File: src/rtl/contador_if.sv
// Handshake/data bundle between a count-run controller and its client.
interface contador_if #(
    parameter int WIDTH = 16
);
    logic             start;
    logic             stop;
    logic             hold;
    logic             periodic;
    logic [WIDTH-1:0] limit;
    logic [WIDTH-1:0] count;
    logic             busy;
    logic             done;
    logic [1:0]       state;
    logic [7:0]       periods;

    modport master (
        output start, stop, hold, periodic, limit,
        input  count, busy, done, state, periods
    );

    modport slave (
        input  start, stop, hold, periodic, limit,
        output count, busy, done, state, periods
    );
endinterface

File: src/rtl/contador_ctrl.sv
// Run controller for an up-counter: one-shot or auto-restart runs to a latched
// limit, with pause, abort, a one-cycle done pulse and a saturating period tally.
module contador_ctrl #(
    parameter int WIDTH = 16
) (
    input logic       clk,
    input logic       rst,
    contador_if.slave bus
);
    typedef enum logic [1:0] {
        IDLE  = 2'b00,
        RUN   = 2'b01,
        PAUSE = 2'b10,
        DONE  = 2'b11
    } state_t;

    state_t           state_reg, state_next;
    logic [WIDTH-1:0] count_reg, count_next;
    logic [WIDTH-1:0] lim_reg, lim_next;
    logic             mode_reg, mode_next;
    logic             done_reg, done_next;
    logic [7:0]       periods_reg, periods_next;
    logic             accept;
    logic             terminal;

    function automatic logic [7:0] sat_inc(input logic [7:0] value);
        return (value == 8'hFF) ? value : value + 8'd1;
    endfunction

    // A start with a zero limit would terminate immediately, so it is not accepted.
    assign accept   = bus.start && (bus.limit != '0);
    assign terminal = (state_reg == RUN) && (count_reg == lim_reg);

    always_ff @(posedge clk) begin
        if (!rst) begin
            state_reg   <= IDLE;
            count_reg   <= '0;
            lim_reg     <= '0;
            mode_reg    <= 1'b0;
            done_reg    <= 1'b0;
            periods_reg <= '0;
        end else begin
            state_reg   <= state_next;
            count_reg   <= count_next;
            lim_reg     <= lim_next;
            mode_reg    <= mode_next;
            done_reg    <= done_next;
            periods_reg <= periods_next;
        end
    end

    always_comb begin
        state_next   = state_reg;
        count_next   = count_reg;
        lim_next     = lim_reg;
        mode_next    = mode_reg;
        done_next    = 1'b0;
        periods_next = periods_reg;

        if (bus.stop) begin
            state_next = IDLE;
            count_next = '0;
        end else begin
            case (state_reg)
                IDLE: begin
                    count_next = '0;
                    if (accept) begin
                        state_next   = RUN;
                        lim_next     = bus.limit;
                        mode_next    = bus.periodic;
                        periods_next = '0;
                    end
                end
                RUN: begin
                    // Terminal count outranks hold in the same cycle.
                    if (terminal) begin
                        done_next    = 1'b1;
                        periods_next = sat_inc(periods_reg);
                        if (mode_reg) begin
                            count_next = '0;
                        end else begin
                            state_next = DONE;
                        end
                    end else if (bus.hold) begin
                        state_next = PAUSE;
                    end else begin
                        count_next = count_reg + WIDTH'(1);
                    end
                end
                PAUSE: begin
                    if (!bus.hold) begin
                        state_next = RUN;
                    end
                end
                DONE: begin
                    count_next = lim_reg;
                    if (accept) begin
                        state_next   = RUN;
                        count_next   = '0;
                        lim_next     = bus.limit;
                        mode_next    = bus.periodic;
                        periods_next = '0;
                    end
                end
            endcase
        end
    end

    assign bus.count   = count_reg;
    assign bus.done    = done_reg;
    assign bus.state   = state_reg;
    assign bus.periods = periods_reg;
    assign bus.busy    = (state_reg == RUN) || (state_reg == PAUSE);
endmodule

File: src/flat_wrapper.sv
// flat-port wrapper written by rule: the top's interface ports become plain ports
module contador_ctrl_flat 
#(
    parameter int WIDTH = 16
)
  (clk, rst, bus_start, bus_stop, bus_hold, bus_periodic, bus_limit, bus_count, bus_busy, bus_done, bus_state, bus_periods);
  contador_if #(.WIDTH(WIDTH)) bus_i ();
  input logic clk;
  input logic rst;
  input wire logic [$bits(bus_i.start)-1:0] bus_start;
  input wire logic [$bits(bus_i.stop)-1:0] bus_stop;
  input wire logic [$bits(bus_i.hold)-1:0] bus_hold;
  input wire logic [$bits(bus_i.periodic)-1:0] bus_periodic;
  input wire logic [$bits(bus_i.limit)-1:0] bus_limit;
  output wire logic [$bits(bus_i.count)-1:0] bus_count;
  output wire logic [$bits(bus_i.busy)-1:0] bus_busy;
  output wire logic [$bits(bus_i.done)-1:0] bus_done;
  output wire logic [$bits(bus_i.state)-1:0] bus_state;
  output wire logic [$bits(bus_i.periods)-1:0] bus_periods;
  assign bus_i.start = bus_start;
  assign bus_i.stop = bus_stop;
  assign bus_i.hold = bus_hold;
  assign bus_i.periodic = bus_periodic;
  assign bus_i.limit = bus_limit;
  assign bus_count = bus_i.count;
  assign bus_busy = bus_i.busy;
  assign bus_done = bus_i.done;
  assign bus_state = bus_i.state;
  assign bus_periods = bus_i.periods;
  contador_ctrl #(.WIDTH(WIDTH)) u_core (.clk(clk), .rst(rst), .bus(bus_i));
endmodule
File: config.mk
export PLATFORM = sky130hd
export DESIGN_NAME = contador_ctrl_flat
export DESIGN_NICKNAME = d
export VERILOG_FILES = /design/src/rtl/contador_if.sv /design/src/rtl/contador_ctrl.sv /design/src/flat_wrapper.sv
export SDC_FILE = /design/constraint.sdc
export NUM_CORES = 1
export LEC_CHECK = 0
export ABC_AREA = 1
export BUFFER_PORTS_ARGS = -buffer_cell sky130_fd_sc_hd__clkbuf_2
export CORE_UTILIZATION = 45
export CTS_BUF_LIST = sky130_fd_sc_hd__clkbuf_16
export CTS_CLUSTER_SIZE = 14
export DETAILED_ROUTE_END_ITERATION = 7
export PLACE_DENSITY = 0.67
export REMOVE_ABC_BUFFERS = 1
export SETUP_SLACK_MARGIN = 0.3
export SLEW_MARGIN = 0
export SYNTH_ARGS = -nofsm -noshare
export SYNTH_HDL_FRONTEND = slang
export SYNTH_SLANG_ARGS = --single-unit
File: constraint.sdc
create_clock -name clk -period 3.47 [get_ports clk]
set_input_delay 0.347 -clock clk [delete_from_list [all_inputs] [get_ports clk]]
set_output_delay 0.347 -clock clk [all_outputs]
set_load 0.05 [all_outputs]
Yosys cells after proc, flatten, opt, wreduce, memory -nomap -nowiden:

Index checks and enable logic that the tools add are counted.

* memory bits (read-only): 0
* bits in latches: 0
* word-level logic and storage cells: 54
* memories kept: 0
* output and inout port bits: 28
* bits in registers: 44
* RAM bits: 0

* magnitude comparators: 0
* multiplexer cells: 16
* add/subtract/negate cells: 2
* eq/ne operators: 13
* multiply operators: 0
* shifts and indexed selects: 0
* reduce and logical (&&, ||, !) cells: 14
* div/mod/pow operators: 0
* bitwise operators: 3

Operators by type and width (number)
* $mux 16: 4
* $pmux 16 s3: 1
* $mux 8: 3
* $add 16x1->16 const B: 1
* $eq 16x16->1: 1
* $pmux 8 s2: 1
* $reduce_bool 16->1: 1
* $mux 2: 5
* $ne 3x2->1 const B: 3
* $add 8x1->8 const B: 1
* $eq 8x8->1 const B: 1
* $pmux 2 s3: 1
* $reduce_and 3->1: 2
* $reduce_and 5->1: 1
* $eq 2x2->1 const B: 2
* $ne 2x1->1 const B: 2
* $ne 2x2->1 const B: 2
* $reduce_and 4->1: 1
* $reduce_or 2->1: 2
* $ne 3x3->1 const B: 1
* $not 1->1: 3
* $reduce_bool 3->1: 1
* $reduce_or 3->1: 1
* $eq 2x1->1 const B: 1
* other kinds (5): 6

Longest topological paths before layout:

Gate-level depths: netlist (run 1).

* depth in word-level cells: 4
* gate-level depth with buffers: 14

Worst setup path after synthesis (run 1):

No wires, ideal clock.

* path kind: register -> register
* start point: register u_core.state_reg[0] (netlist: u_core.bus.state[0])
* end point: register u_core.lim_reg[0]
* arrival time: 2344 ps
* data required time: 3342 ps
* stages on the path, launching flop included: 9
* setup time: 128 ps
* buffers on the path: 2
* path slack: 998 ps
* cell sequence: dfxtp_1 > inv_1 > ha_1 > inv_1 > or3_1 > clkbuf_1 > clkbuf_1 > o21ai_0 > a21oi_1

* longest elaborated chain between the ends: 3

RTL lines
* from (decl): RTL line contador_ctrl.sv:17 `state_t state_reg, state_next;`
* from (signal assigned): RTL line contador_ctrl.sv:43 `state_reg <= state_next;`
* $eq 2x2->1 or $logic_not 2->1 (tied branches): RTL line contador_ctrl.sv:64 `case (state_reg)`
* $reduce_or 2->1 (no line) *
* $reduce_and 3->1 (no line) *
* to (signal assigned): RTL line contador_ctrl.sv:45 `lim_reg <= lim_next;`
* to (decl): RTL line contador_ctrl.sv:19 `logic [WIDTH-1:0] lim_reg, lim_next;`

Every way passes the cells marked *; elsewhere a longest branch is shown, timed or not.
A chain may end at the register's enable or synchronous reset.

Worst setup path in the final report (run 1):

* start point: register u_core.state_reg[0] (netlist: u_core.bus.state[0])
* end point: register u_core.lim_reg[3]

Same word-level chain as after synthesis.

==> results.json, run 1 <==
{
  "outcome": "finished, final reports clean",
  "numCtsBuffers": 5,
  "nNetsFinal": 501,
  "fin_area_mm2": 0.00307,
  "layout_commonest_cell": "nand2_1",
  "arrival_ns": 2.51,
  "htree_levels": 2,
  "grt_pass1_vias": 2551,
  "num_rows": 27,
  "holdCritPathClass": "in -> reg",
  "die_w_um": 79.2,
  "rsz0062_at_grt": "false",
  "cts.sinks": 44,
  "leakage_nw": 1.32,
  "path_clk_slew_ns": 0.06,
  "grt_max_degree": 35,
  "grt-ovfl-total": 0,
  "clk_latency_ns": 0.28,
  "synth.distinct_cells": 26,
  "finalSetupViolCount": 0,
  "drt_pass1_iterations": 4,
  "grt_pass1_wl_um": 11700,
  "fp.dieArea_mm2": 0.00628,
  "area.growth.synth_to_final_pct": 14.5,
  "root_buffer": "clkbuf_16",
  "grt_usage_pct": 23.9,
  "dr.first_iter.drc_count": 141,
  "fmax_mhz": 419,
  "core_mm2": 0.00564,
  "synthCells": 431,
  "drc": 0,
  "avgSynthCellArea_um2": 6.23,
  "power_mw": 1.28,
  "mostFrequentLayoutCells": "nand2_1, nor2_1, clkbuf_2",
  "setup_tns_ns": 0,
  "routed_wl_um": 6890,
  "drive_above_1_share_pct": 15.4,
  "hold_viol": 0,
  "cp.required_ns": 3.60,
  "placed_area_mm2": 0.00294,
  "critPathMaxFanout": 34,
  "worst-setup-path-type": "reg -> reg",
  "fin_crit_sh_pct": 68.8,
  "cts_tree": "yes",
  "antenna_found_initial": 0,
  "place_inst": 539,
  "hpwl_um": 4920,
  "final_cell_count_no_fill": 547,
  "fin_skew_ns": 0.00640,
  "ys_ff_latch": 44,
  "worst_slew_pin_slew_ns": 1.02,
  "cts-resized-gates": 0,
  "dieHeight_um": 79.2,
  "start_kind": "register",
  "gp_congestion": 0.810,
  "p_per_area_mw_per_mm2": 417,
  "num_io_pins": 50,
  "ant_nets": 0,
  "post-route-util_pct": 54.5,
  "drv_cap": 0,
  "relSlewSlack_pct": 32.0,
  "io_buffers": 49,
  "synth-warning-count": 0,
  "synth_area_mm2": 0.00268,
  "ys_seq_area_share_pct": 32.8,
  "n_antenna_cell": 0,
  "cts_setup_buffers": 0,
  "peakVddDrop_v": 0.000266,
  "start_util_pct": 47.6,
  "ctsLongestPathBuffers": 2,
  "endpoint_kind": "register",
  "cts-hold-fix-buffers": 0,
  "finalMaxSlewViolations": 0,
  "post-route-min-period_ns": 2.39,
  "viasPerCell": 5.02,
  "num_vias": 2746,
  "routedWlPerCell_um": 12.6
}
## power by group
| group | switching [mW] | internal (mW) | total (mW) |
|---|---|---|---|
| Sequential | 0.0241 | 0.533 | 0.558 |
| Clock | 0.187 | 0.259 | 0.446 |
| Combinational | 0.198 | 0.0803 | 0.278 |
## final cells by class
class                   count  area [um^2]
fillers                   593         2570
multi-input cells         320         1520
flip-flops and latches     44          881
repair buffers             50          253
inverters                  53          199
clock buffers               5          125
well taps                  72         90.1
clock inverters             3         11.3
## cells in the mapped netlist (all sizes together)
cell / count / share of area, %
a21oi: 29 / 5.4
dfxtp: 44 / 33
or3: 1 / 0.23
nand2: 129 / 19
nor3: 9 / 1.7
nand3: 16 / 4.1
nor3b: 1 / 0.28
buf: 7 / 2.3
o22ai: 12 / 2.8
ha: 5 / 2.3
nor2: 72 / 11
clkbuf: 7 / 0.98
o21ai: 31 / 5.8
nand4: 3 / 0.70
xor2: 11 / 3.6
inv: 53 / 7.4
xnor2: 1 / 0.33
## critical path: stages, from the launching register on
cell and delay, ns:
dfxtp_1 0.37, inv_1 0.08, ha_1 0.41, inv_1 0.15
or3_1 0.81, o21ai_0 0.35, a21oi_1 0.06
## metrics by stage
step                hold WS (ns)  worst slack, ns
finish                     0.293             1.08
global route               0.301            0.806
CTS                        0.292             1.07
detailed placement         0.479             1.10
global placement           0.476             1.21
floorplan                  0.426            0.882
## worst paths after layout
path	start	to	slack [ns]	cells past startpoint
setup / recovery	u_core.bus.state[0]	u_core.lim_reg[3]	1.08	6
hold reg to reg	u_core.lim_reg[13]	u_core.lim_reg[13]	0.50	2
setup reg to reg	u_core.bus.state[0]	u_core.lim_reg[3]	1.08	6
hold / removal	bus_stop	u_core.bus.done	0.29	2
## cells by family (layout without fill, tap and decap cells)
group	Yosys count	in the layout	synth area share, %
AND/OR/NAND/NOR	231	231	36.2
AO/OA/AOI/OAI	72	72	14.0
buffers and inverters	67	111	10.7
flip-flops	44	44	32.8
XOR/XNOR	12	12	3.92
adder cells (fa/ha/maj)	5	5	2.33
## per-layer routing
layer / vias to the layer above / GRT usage (%) / share of wire, %
met4: 0 / 6.73 / 0.97
met3: 6 / 4.71 / 4.6
met2: 64 / 42.4 / 49
met5: - / 0 / 0
li1: 1445 / - / -
met1: 1231 / 29.0 / 45
(Power assumes the default switching activity.)
==> run 2, diff against run 1 <==
==> constraint.sdc (replaced) <==
create_clock -name clk -period 2.45 [get_ports clk]
set_input_delay 0.245 -clock clk [delete_from_list [all_inputs] [get_ports clk]]
set_output_delay 0.245 -clock clk [all_outputs]
set_load 0.05 [all_outputs]
==> run 2 against run 1 <==
  * Routed wire length up 5.6%
  * Critical endpoint is now u_core.lim_reg[4]
  * Largest power group unchanged
  * Critical path type unchanged
  * Clock-buffer cell count unchanged
  * Utilization up 0.44 points
==> results.json, run 2 (synthesized netlist as in run 1, its figures left out) <==
{
  "outcome": "finished, final reports clean",
  "gp_congestion": 0.858,
  "reg2reg_depth": 7,
  "route.met3.wl_um": 342,
  "die_w_um": 79.2,
  "relSlewSlack_pct": 62.1,
  "ctsLongestPathBuffers": 2,
  "r2r_start": "u_core.bus.state[0]",
  "holdCritPathClass": "in -> reg",
  "crit_path_end": "u_core.lim_reg[4]",
  "post-place-ws_ns": 0.335,
  "grt_usage_pct": 24.2,
  "cts_tree": "yes",
  "setup_slack_ns": 0.396,
  "n_fill_cell": 593,
  "viasPerCell": 5.12,
  "p_per_area_mw_per_mm2": 593,
  "num_io_pins": 50,
  "grt_pass1_vias": 2609,
  "dieHeight_um": 79.2,
  "start_kind": "register",
  "place_inst": 540,
  "r2r-end": "u_core.lim_reg[4]",
  "dr.max_layer_used": "met4",
  "r2r_slack_ns": 0.40,
  "fin_crit_sh_pct": 83.8,
  "finalMaxSlewViolations": 0,
  "root_buffer": "clkbuf_16",
  "ant_nets": 0,
  "critPathMaxFanout": 34,
  "cp.required_ns": 2.62,
  "wl_met2_um": 3390,
  "numCtsBuffers": 5,
  "core_mm2": 0.00564,
  "placed_area_mm2": 0.00295,
  "drive_above_1_share_pct": 16.2,
  "grt_pass1_wl_um": 11900,
  "routedWlPerCell_um": 13.3,
  "timing.hold.ws_ns": 0.199,
  "start_util_pct": 47.6,
  "htree_levels": 2,
  "fp.dieArea_mm2": 0.00628,
  "antenna_found_initial": 0,
  "layout_commonest_cell": "nand2_1",
  "finalSetupViolCount": 0,
  "drc": 0,
  "num_vias": 2804,
  "n_antenna_cell": 0,
  "area.growth.synth_to_final_pct": 15.5,
  "grt-ovfl-total": 0,
  "final_cell_count_no_fill": 548,
  "grt_max_degree": 35,
  "path_clk_slew_ns": 0.06,
  "drt_pass1_iterations": 5,
  "cts_setup_buffers": 0,
  "routed_wl_um": 7280,
  "num_rows": 27,
  "hold_viol": 0,
  "drv_cap": 0,
  "io_buffers": 49,
  "arrival_ns": 2.22,
  "hpwl_um": 5080,
  "post-route-min-period_ns": 2.05,
  "fin_area_mm2": 0.00310,
  "clk_latency_ns": 0.29,
  "fmax_mhz": 487,
  "seq_area_um2": 881,
  "cts.sinks": 44,
  "dr.first_iter.drc_count": 229,
  "power_mw": 1.84,
  "worst_slew_pin_slew_ns": 0.568,
  "peakVddDrop_v": 0.000305,
  "worst-setup-path-type": "reg -> reg",
  "fin_skew_ns": 0.00466,
  "startpoint": "u_core.bus.state[0]",
  "wl_met1_um": 3340,
  "multi_input_area_mm2": 0.00154,
  "endpoint_kind": "register",
  "mostFrequentLayoutCells": "nand2_1, nor2_1, clkbuf_2",
  "rsz0062_at_grt": "true",
  "nNetsFinal": 503,
  "leakage_nw": 1.33
}
-- run 2: worst max-delay path, stage by stage, from the launching register on --
cell	delay (ns)
dfxtp_1	0.38
inv_1	0.07
ha_2	0.40
inv_1	0.13
or3_1	0.38
buf_4	0.24
o21ai_0	0.25
a21oi_1	0.07
-- run 2: power by group --
part	switching (mW)	internal (mW)
clock network	0.272	0.367
registers	0.0354	0.756
logic	0.289	0.118
total	0.597	1.24
-- run 2: per-stage QoR --
step	utilization (%)	setup TNS (ns)
5_1_grt	54.9	0
3_3_place_gp	52.2	0
2_1_floorplan	-	-2.35
4_1_cts	54.6	0
3_5_place_dp	52.2	0
6_report	54.9	0
-- run 2: final cells by class --
| cell class | count | area share (%) |
|---|---|---|
| Inverter | 53 | 6.42 |
| Sequential cell | 44 | 28.4 |
| Clock buffer | 5 | 4.04 |
| Tap cell | 72 | 2.91 |
| Timing Repair Buffer | 51 | 8.40 |
| Multi-Input combinational cell | 321 | 49.5 |
| Clock inverter | 2 | 0.283 |
-- run 2: worst min-delay path by stage --
stage                            start                  to  slack [ns]  cells past startpoint
floorplan                     bus_stop     u_core.bus.done        0.32                      1
global placement    u_core.lim_reg[15]  u_core.lim_reg[15]        0.47                      2
detailed placement  u_core.lim_reg[15]  u_core.lim_reg[15]        0.48                      2
CTS                           bus_stop     u_core.bus.done        0.19                      2
global route                  bus_stop     u_core.bus.done        0.19                      2
finish                        bus_stop     u_core.bus.done        0.20                      2
-- run 2: metal layers --
| metal | GRT usage, % | vias to the layer above |
|---|---|---|
| li1 | - | 1455 |
| met1 | 29.4 | 1249 |
| met2 | 40.9 | 79 |
| met3 | 5.29 | 21 |
| met4 | 10.4 | 0 |
| met5 | 0 | - |
-- run 2: repair_timing --
| item | 4_1_cts | 5_1_grt |
|---|---|---|
| gates resized for setup | 0 | 3 |
| endpoints found under the setup margin | 0 | 30 |
| hold buffers | 0 | 0 |
==> run 3, diff against run 2 <==
==> constraint.sdc (replaced) <==
create_clock -name clk -period 2.1 [get_ports clk]
set_input_delay 0.21 -clock clk [delete_from_list [all_inputs] [get_ports clk]]
set_output_delay 0.21 -clock clk [all_outputs]
set_load 0.05 [all_outputs]
==> run 3 against run 2 <==
  * Sequential power grew 16%
  * Clock-buffer cell count is the same
  * Worst setup slack gained 0.0038 ns
  * Via count grew 3.1%
  * Routed wire length grew 6.6%
  * Sequential cell count is the same
  * Total power grew 28%
  * Hold slack lost 0.033 ns
  * Combinational power grew 35%
  * Clock skew shrank 0.00088 ns
  * Register-to-register slack is essentially flat
  * Largest cell class unchanged
==> results.json, run 3 (synthesized netlist as in run 1, its figures left out) <==
{
  "cp_cell_sequence": "inv_1 > ha_1 > inv_2 > or3_4 > buf_12 > o21ai_0 > a21oi_1",
  "antenna_found_initial": 0,
  "n_fill_cell": 547,
  "worst-setup-path-type": "reg -> reg",
  "clk_latency_ns": 0.29,
  "numCtsBuffers": 5,
  "cts_tree": "yes",
  "grt_usage_pct": 25.7,
  "ant_nets": 0,
  "path_clk_slew_ns": 0.06,
  "peakVddDrop_v": 0.000429,
  "viasPerCell": 5.13,
  "num_vias": 2892,
  "critPathMaxFanout": 34,
  "drive_above_1_share_pct": 27.2,
  "die_w_um": 79.2,
  "nNetsFinal": 518,
  "htree_levels": 2,
  "layout_commonest_cell": "nand2_1",
  "crit_family": "simple AND/OR/NAND/NOR gates",
  "io_buffers": 49,
  "path_buf_inv": 3,
  "critPathSlowestCell": "or3_4",
  "dieHeight_um": 79.2,
  "finalSetupViolCount": 0,
  "gp_congestion": 0.790,
  "crit_path_max_incr_delay_ns": 0.40,
  "leakage_nw": 1.47,
  "outcome": "finished, final reports clean",
  "drv_cap": 0,
  "mostFrequentLayoutCells": "nand2_1, nor2_1, clkbuf_2",
  "finalMaxSlewViolations": 0,
  "fin_crit_sh_pct": 80.9,
  "root_buffer": "clkbuf_16",
  "timing.hold.ws_ns": 0.166,
  "num_rows": 27,
  "fmax_mhz": 588,
  "drt_pass1_iterations": 4,
  "holdCritPathClass": "in -> reg",
  "start_util_pct": 47.6,
  "drc": 0,
  "endpoint_kind": "register",
  "n_antenna_cell": 0,
  "relSlewSlack_pct": 72.3,
  "dr.first_iter.drc_count": 186,
  "grt_pass1_vias": 2624,
  "grt-ovfl-total": 0,
  "area.growth.synth_to_final_pct": 27.2,
  "cts.sinks": 44,
  "hpwl_um": 5120,
  "routedWlPerCell_um": 13.8,
  "cp.required_ns": 2.27,
  "post-route-util_pct": 60.5,
  "rsz0062_at_grt": "true",
  "ctsLongestPathBuffers": 2,
  "fin_skew_ns": 0.00378,
  "start_kind": "register",
  "p_per_area_mw_per_mm2": 687,
  "num_io_pins": 50,
  "core_mm2": 0.00564,
  "fp.dieArea_mm2": 0.00628,
  "cts-hold-fix-buffers": 0,
  "routed_wl_um": 7760,
  "worst_slew_pin_slew_ns": 0.413,
  "post-route-min-period_ns": 1.70,
  "arrival_ns": 1.87,
  "grt_max_degree": 35,
  "grt_pass1_wl_um": 12400,
  "hold_viol": 0
}
==> run 3: layout make-up <==
class | count | area, um^2 | share of cell area, %
sequential | 44 | 942 | 27.6
clock buffer | 5 | 125 | 3.66
multi-input combinational | 323 | 1630 | 47.8
timing repair buffer | 64 | 383 | 11.2
inverter | 53 | 204 | 5.97
tap | 72 | 90.1 | 2.64
clock inverter | 3 | 37.5 | 1.10
==> run 3: per-stage QoR <==
step           power, mW  TNS (ns)  instance area [um^2]  instances  worst slack, ns
2_1_floorplan       1.27     -9.97                  2590        417           -0.488
3_3_place_gp        1.41         0                  3010        547            0.210
3_5_place_dp        1.42         0                  3010        547            0.171
4_1_cts             2.32         0                  3260        559            0.304
5_1_grt             2.45         0                  3410        564            0.288
6_report            2.35         0                  3410        564            0.400
==> run 3: path summary, 6_finish.rpt <==
check,from,to,slack [ns],cells after the start
setup / recovery,u_core.bus.state[0],u_core.lim_reg[11],0.40,7
hold / removal,bus_stop,u_core.bus.done,0.17,2
hold reg to reg,u_core.lim_reg[5],u_core.lim_reg[5],0.49,2
setup reg to reg,u_core.bus.state[0],u_core.lim_reg[11],0.40,7
==> run 3: where the power goes <==
group | switching, mW | internal, mW
sequential | 0.0423 | 0.876
clock | 0.323 | 0.553
combinational | 0.372 | 0.179
total | 0.738 | 1.61
==> run 3: repair_timing <==
item,in CTS,in global routing
setup endpoints to repair,38,41
resized for setup,15,69
pin swaps,2,12
buffers inserted,1,5
cloned,3,0
==> run 3: per-layer routing <==
metal / share of wire, % / up-vias / global-route usage (%)
li1: - / 1492 / -
met1: 43 / 1319 / 29.9
met5: 0 / - / 0
met2: 51 / 70 / 47.0
met3: 5.0 / 11 / 4.71
met4: 1.4 / 0 / 7.82
